$ cat src/rtl/mem_access_ctrl.sv
// mem_access_ctrl: sits between the EXE/MEM register and the data memory array.
// Each load/store is range- and alignment-checked, converted to a word index,
// and run through an IDLE -> WAIT -> DONE sequence. freeze holds the pipeline
// until the access completes. Illegal requests are counted and never reach
// the memory.
module mem_access_ctrl #(
    parameter logic [31:0] BASE_ADDR   = 32'd1024,
    parameter int          DEPTH_WORDS = 64,
    parameter int          WAIT_CYCLES = 2,
    localparam int         AW          = $clog2(DEPTH_WORDS)
) (
    input  logic          clk,
    input  logic          rst,
    input  logic          MEM_R_EN,
    input  logic          MEM_W_EN,
    input  logic [31:0]   alu_res,
    input  logic [31:0]   rm_val,
    input  logic [31:0]   mem_rdata,
    output logic [AW-1:0] mem_addr,
    output logic [31:0]   mem_wdata,
    output logic          mem_we,
    output logic          mem_re,
    output logic [31:0]   data_mem,
    output logic          freeze,
    output logic          addr_fault,
    output logic [7:0]    fault_cnt
);

    // Byte address of the last word in the window.
    localparam logic [31:0] LAST_ADDR = BASE_ADDR + 32'(4 * DEPTH_WORDS) - 32'd4;
    localparam logic [3:0]  WC        = 4'(WAIT_CYCLES);

    typedef enum logic [1:0] {
        S_IDLE,
        S_WAIT,
        S_DONE
    } state_t;

    state_t         state_q, state_d;
    logic [AW-1:0]  idx_q, idx_d;
    logic [31:0]    wdata_q, wdata_d;
    logic           is_load_q, is_load_d;
    logic [3:0]     wcnt_q, wcnt_d;
    logic [31:0]    data_q, data_d;
    logic [7:0]     fcnt_q, fcnt_d;

    logic           req;
    logic           legal;
    logic [31:0]    offset;
    logic [AW-1:0]  idx;
    logic           unused_offset_bits;

    logic           freeze_c;
    logic           fault_c;
    logic           we_c;
    logic           re_c;

    // Request decode: exactly one enable, inside the window, word aligned.
    // An address below BASE_ADDR wraps in offset, but legal is low then and
    // the index is never latched.
    always_comb begin
        req    = MEM_R_EN | MEM_W_EN;
        offset = alu_res - BASE_ADDR;
        idx    = offset[AW+1:2];
        legal  = (MEM_R_EN ^ MEM_W_EN)
               && (alu_res >= BASE_ADDR)
               && (alu_res <= LAST_ADDR)
               && (alu_res[1:0] == 2'b00);
    end

    assign unused_offset_bits = ^{offset[31:AW+2], offset[1:0]};

    // Next-state and strobe logic for the access sequencer.
    always_comb begin
        state_d   = state_q;
        idx_d     = idx_q;
        wdata_d   = wdata_q;
        is_load_d = is_load_q;
        wcnt_d    = wcnt_q;
        data_d    = data_q;
        fcnt_d    = fcnt_q;
        freeze_c  = 1'b0;
        fault_c   = 1'b0;
        we_c      = 1'b0;
        re_c      = 1'b0;
        case (state_q)
            S_IDLE: begin
                if (req) begin
                    if (legal) begin
                        freeze_c  = 1'b1;
                        idx_d     = idx;
                        wdata_d   = rm_val;
                        is_load_d = MEM_R_EN;
                        wcnt_d    = WC;
                        state_d   = (WC != 4'd0) ? S_WAIT : S_DONE;
                    end else begin
                        fault_c = 1'b1;
                        if (fcnt_q != 8'hFF) begin
                            fcnt_d = fcnt_q + 8'd1;
                        end
                    end
                end
            end
            S_WAIT: begin
                freeze_c = 1'b1;
                re_c     = is_load_q;
                wcnt_d   = wcnt_q - 4'd1;
                if (wcnt_q <= 4'd1) begin
                    if (is_load_q) begin
                        data_d = mem_rdata;
                    end
                    state_d = S_DONE;
                end
            end
            S_DONE: begin
                we_c = ~is_load_q;
                // With no wait states the read happens here instead of WAIT.
                if (is_load_q && (WC == 4'd0)) begin
                    re_c   = 1'b1;
                    data_d = mem_rdata;
                end
                state_d = S_IDLE;
            end
            default: begin
                state_d = S_IDLE;
            end
        endcase
    end

    // State and latch registers; reset drops any pending store.
    always_ff @(posedge clk or negedge rst) begin
        if (!rst) begin
            state_q   <= S_IDLE;
            idx_q     <= '0;
            wdata_q   <= '0;
            is_load_q <= 1'b0;
            wcnt_q    <= '0;
            data_q    <= '0;
            fcnt_q    <= '0;
        end else begin
            state_q   <= state_d;
            idx_q     <= idx_d;
            wdata_q   <= wdata_d;
            is_load_q <= is_load_d;
            wcnt_q    <= wcnt_d;
            data_q    <= data_d;
            fcnt_q    <= fcnt_d;
        end
    end

    // Combinational strobes are forced low while reset is held so a request
    // still sitting on the inputs cannot freeze or fault during reset.
    assign freeze     = rst & freeze_c;
    assign addr_fault = rst & fault_c;
    assign mem_we     = rst & we_c;
    assign mem_re     = rst & re_c;

    assign mem_addr   = idx_q;
    assign mem_wdata  = wdata_q;
    assign data_mem   = data_q;
    assign fault_cnt  = fcnt_q;

endmodule

$ cat config.mk
export PLATFORM = sky130hd
export DESIGN_NAME = mem_access_ctrl
export DESIGN_NICKNAME = d
export VERILOG_FILES = /design/src/rtl/mem_access_ctrl.sv
export SDC_FILE = /design/constraint.sdc
export NUM_CORES = 1
export LEC_CHECK = 0
export CORE_MARGIN = 1.5
export CORE_UTILIZATION = 36
export DETAILED_ROUTE_END_ITERATION = 8
export PLACE_DENSITY = 0.83
export SKIP_LAST_GASP = 1
export SLEW_MARGIN = 20
export SYNTH_ARGS = -nofsm -noshare
export SYNTH_HDL_FRONTEND = slang
export SYNTH_SLANG_ARGS = --single-unit
$ cat constraint.sdc
create_clock -name clk -period 2.17 [get_ports clk]
set_clock_uncertainty 0.15 [all_clocks]
set_input_delay 0.434 -clock clk [delete_from_list [all_inputs] [get_ports clk]]
set_output_delay 0.434 -clock clk [all_outputs]
set_load 0.05 [all_outputs]
After elaboration in Yosys (flattened, before gate mapping)
Index checks and enable logic that the tools add are counted.
- register bits: 85
- latch bits: 0
- memory bits (writable): 0
- ROM bits: 0
- input port bits: 100
- output and inout bits: 82
- memories: 0
- $add $sub $neg: 3
- $mul: 0
- divide/modulo/power cells: 0
- order comparisons: 3
- equality and inequality tests: 6
- shift operators: 0
- multiplexer cells: 15
- bitwise operators: 8
- reduce and logical (&&, ||, !) cells: 11
- operators by type and width (kind ; number):
    32-bit by 11-bit greater-or-equal comparator with 1-bit output, second input constant ; 1
    32-bit by 11-bit <= comparator with 1-bit output, second input constant ; 1
    3-bit AND reduction ; 4
    8-bit by 1-bit adder with 8-bit output, second input constant ; 1
    4-bit 2-to-1 mux ; 2
    8-bit inequality test, second input constant ; 1
    4-bit case mux with 2 select lines ; 1
    8-bit by 1-bit subtractor with 8-bit output, second input constant ; 1
    1-bit 2-to-1 mux ; 7
    2-bit 2-to-1 mux ; 3
    2-bit inequality test, second input constant ; 3
    1-bit bitwise AND ; 4
    4-bit by 1-bit <= comparator with 1-bit output, second input constant ; 1
    2-bit zero test ; 2
    2-bit case mux with 2 select lines ; 1
    4-bit AND reduction ; 1
    4-bit by 1-bit subtractor with 4-bit output, second input constant ; 1
    1-bit logical AND ; 3
    2-bit by 1-bit equality test with 1-bit output, second input constant ; 1
    2-bit equality test, second input constant ; 1
    1-bit NOT ; 2
    1-bit case mux with 2 select lines ; 1
    2-bit nonzero test ; 1
    1-bit bitwise OR ; 1
    1-bit XOR ; 1

Longest topological paths before layout
- depth after elaboration: 8
- depth in mapped cells: 8
- gate-level depth less buffers: 7

Least setup slack after synthesis
No wires, ideal clock.
- kind: input to output
- start point: input port rst
- end point: output port mem_we
- arrival: 1.967 ns
- data required time: 1.586 ns
- path slack: -0.381 ns
- stages: 1
- path buffers: 0
- cells stage by stage: nor4bb_1
- cells in the longest elaborated chain, start to end: 1
- RTL lines (item ; line ; RTL):
    from (decl) ; 13 ; input logic rst,
    1-bit bitwise AND ; 155 ; assign mem_we = rst & we_c;
    to (decl) ; 21 ; output logic mem_we,
No other way between the ends.

Worst setup path in the final report
- start point: input port MEM_R_EN
- end point: output port freeze
- cells in the longest elaborated chain, start to end: 8
- elaborated cells between the ends (all ways): 9
- those cells by class: mux: 3; bitwise: 3; reduce/logical: 3
- RTL lines (item ; line ; RTL):
    from (decl) ; 14 ; input logic MEM_R_EN,
    1-bit XOR ; 65 ; legal = (MEM_R_EN ^ MEM_W_EN)
    1-bit logical AND ; 66 ; && (alu_res >= BASE_ADDR)
    1-bit logical AND ; 67 ; && (alu_res <= LAST_ADDR)
    1-bit logical AND ; 68 ; && (alu_res[1:0] == 2'b00);
    1-bit 2-to-1 mux ; 89 ; if (legal) begin
    1-bit 2-to-1 mux (*) ; 88 ; if (req) begin
    1-bit case mux with 2 select lines (*) ; 86 ; case (state_q)
    1-bit bitwise AND (*) ; 153 ; assign freeze = rst & freeze_c;
    to (decl) ; 24 ; output logic freeze,
Every way passes the cells marked *; elsewhere a longest branch is shown, timed or not.

==> impl_metrics.ini <==
[sta]
whs_ns = 0.07042
maxSlewHeadroom = 0.6276
layout_setup_ws_ns = -0.2964
worstMarginPinSlew_ns = 0.5577
maxSlewViolCount = 0
rsz0062_at_grt = yes
period_needed_ns = 2.466
setup_viol = 43
hold_viol_final = 0
fin_setup_tns_ns = -2.836
max_freq_ghz = 0.4054
period_share = 1.137

[logic_synthesis]
synthFlopType = dfrtp_1
netlist_area_um2 = 3491
ys_seq_elements = 85
postSynthAreaPerCell_um2 = 14.67
syn-instance-count = 238
synth_top_area_share = 0.6093
synth.distinct_cells = 32
yosys.area.top_type = dfrtp_1
yosysWarnings = 0
synthesis.nets = 342
synth_area_leaders = dfrtp_1, mux2_2, xor2_1, ha_1, nor2_1
synth_edf_count = 0
yosysSeqAreaShare = 0.6093
async_reset_ff_frac = 1.000

[clock_network]
ctsHtreeMaxLevel = 3
clock_tree.root_cell = clkbuf_8
clk_pin_slew_ns = 0.08
clk_latency_ns = 0.34
clockBufferDepth = 2
cts_tree = built
clock-sinks = 85
numCtsBuffers = 9

[power_and_ir_drop]
pwr-share-clk = 0.327
p_seq_frac = 0.474
switchingPower_mw = 1.052
intPower_mw = 2.621
combPwrFrac = 0.200
p_leak_nw = 3.011
swShare = 0.2864
power_per_cell_area_nw_per_um2 = 601.6
power_mw = 3.672
ir_drop_mv = 0.3425

[grt]
grt_max_degree = 44
antenna_found_initial = 0
grt_pass1_vias = 2785
track_usage = 0.1701
grt_pass1_wl_um = 13370
grt_overflow = 0

[drt]
firstDrtPassIters = 3
ant_nets = 0
routed_wl_um = 9101
viasPerCell = 4.692
post_drt_wl_per_cell_um = 15.43
vias = 2768
drtIter0Drc = 39
drc = 0

[die]
io_pins = 182
core-area_um2 = 9328
rows = 35
dieArea_um2 = 10300
die_x_um = 101.5
initial_core_util = 0.3742
die_h_um = 101.5

[setup_path]
r2r_cells = 13
arrival_ns = 1.88
crit_fanout = 2
r2r-end = wcnt_q[0]
crit_cells = 8
crit_path_end_kind = output pin
slowest_delay_ns = 0.38
crit_required_ns = 1.59
slowest_stage = o41ai_4
critical_path.top_delay_family = simple AND/OR/NAND/NOR gates
worstSetupPathType = input port to output pin
reg2reg_from = state_q[1]
cp-start-kind = input port
path_buf_inv = 3
r2r_slack_ns = -0.06
cp_cell_sequence = buf_8 > inv_8 > ha_4 > nor4b_4 > nand4_2 > o41ai_4 > and2_4 > buf_12

[placement]
dpl_cell_area_um2 = 5645
portBuffers = 181
gp_congestion = 0.8845
hpwl_um = 6674

[layout]
final_design_area_no_fill_um2 = 6105
syn_to_final_growth_pct = 74.87
fillCellCount = 725
drive_gt1_frac = 0.3167
final_core_util = 0.6545
n_antenna_cell = 0
finalNetCount = 560

[hold_path]
hp-class = input port to asynchronous set/reset pin

[status]
outcome = finished, violations left
violations = setup timing

[run]
maxCapViolCount = 0
[synthesized netlist by cell type (2+ instances only)]
cell type / number
and3_1: 2
mux2_2: 74
nor4b_1: 2
ha_1: 4
nor4_1: 3
nand3_1: 3
buf_4: 3
nand2_1: 9
nor2_1: 11
dfrtp_1: 85
buf_2: 3
nor4_2: 3
nand2b_1: 2
inv_1: 4
xor2_1: 7
nor3_1: 7
[layer usage]
layer / share of wire / track usage / wire [um]
met4: 0.013 / 0.04915 / 119
met2: 0.54 / 0.3170 / 4877
met3: 0.068 / 0.05314 / 618
met1: 0.38 / 0.1850 / 3486
met5: 0 / 0 / 0
[flip-flops by register name, summed over array words and instances, names as in the netlist]
register and flops:
wcnt_q 4, mem_wdata 32, mem_addr 6, is_load_q 1
data_mem 32, fault_cnt 8, state_q 2
[repair_timing]
| item | 4_1_cts | 5_1_grt |
|---|---|---|
| gates resized for setup | 47 | 18 |
| endpoints found under the hold margin | 11 | 0 |
| setup buffers | 10 | 2 |
| setup endpoints to repair | 58 | 51 |
| hold buffers | 2 | 0 |
| pin swaps | 11 | 8 |
| cloned | 0 | 3 |
[worst max path at each step]
stage / start / endpoint / slack [ns]
after global placement: MEM_R_EN / mem_wdata[6] / -0.66
after detailed placement: MEM_R_EN / mem_wdata[8] / -0.79
final: MEM_R_EN / freeze / -0.30
after CTS: MEM_R_EN / freeze / -0.31
after global routing: MEM_R_EN / freeze / -0.39
after floorplan: MEM_R_EN / freeze / -0.006
[per-stage QoR]
stage,std cells,setup WS [ns]
2_1_floorplan,238,-0.006383
3_3_place_gp,558,-0.6563
3_5_place_dp,558,-0.7924
4_1_cts,586,-0.3136
5_1_grt,590,-0.3911
6_report,590,-0.2964
[power by group through the flow]
| stage | Sequential (mW) | Combinational, mW | Clock, mW |
|---|---|---|---|
| after floorplan | 1.99 | 0.150 | 0 |
| after global placement | 1.77 | 0.763 | 0 |
| after detailed placement | 1.77 | 0.779 | 0 |
| after CTS | 1.74 | 0.741 | 1.25 |
| after global routing | 1.75 | 0.779 | 1.33 |
| final | 1.74 | 0.734 | 1.20 |
[cell families (layout without fill, tap and decap cells)]
logic type / Yosys count / in the layout / synth area share
DFF: 85 / 85 / 0.6093
xor gates and xnor gates: 7 / 7 / 0.01756
buffers and inverters: 11 / 234 / 0.01828
AOI/OAI and AO/OA: 5 / 5 / 0.01039
and+or+nand+nor: 51 / 51 / 0.08853
adders and majority gates: 4 / 4 / 0.01434
muxes: 75 / 75 / 0.2416
[final cells by class]
cell class                 count  area, um^2  share of cell area
clock buffer                  11       131.4             0.02152
clock inverter                 5       85.08             0.01394
inverter                       4       27.53            0.004509
multi-input combinational    142        1390              0.2277
sequential                    85        2127              0.3484
tap                          129       161.4             0.02644
timing repair buffer         214        2182              0.3575
[cells in the final DEF (no fill, tap or decap), types with 2 or more instances in the layout]
cell	synthesis	routed
nand2b_1	2	2
ha_1	4	3
mux2_2	74	74
and3_1	2	2
bufinv_16	0	2
nor4_2	3	3
clkbuf_1	0	2
clkdlybuf4s50_1	0	134
buf_6	1	3
inv_1	4	2
buf_8	0	3
dfrtp_1	85	85
buf_12	0	6
dlygate4sd2_1	0	27
nor4_1	3	2
buf_4	3	25
nand3_1	3	2
dlygate4sd3_1	0	2
nor3_1	7	6
clkbuf_16	0	2
clkinv_4	0	2
clkbuf_8	0	9
dlymetal6s2s_1	0	11
xor2_1	7	7
nor2_2	1	2
nor2_1	11	9
nand2_1	9	9
(Power assumes the default switching activity.)
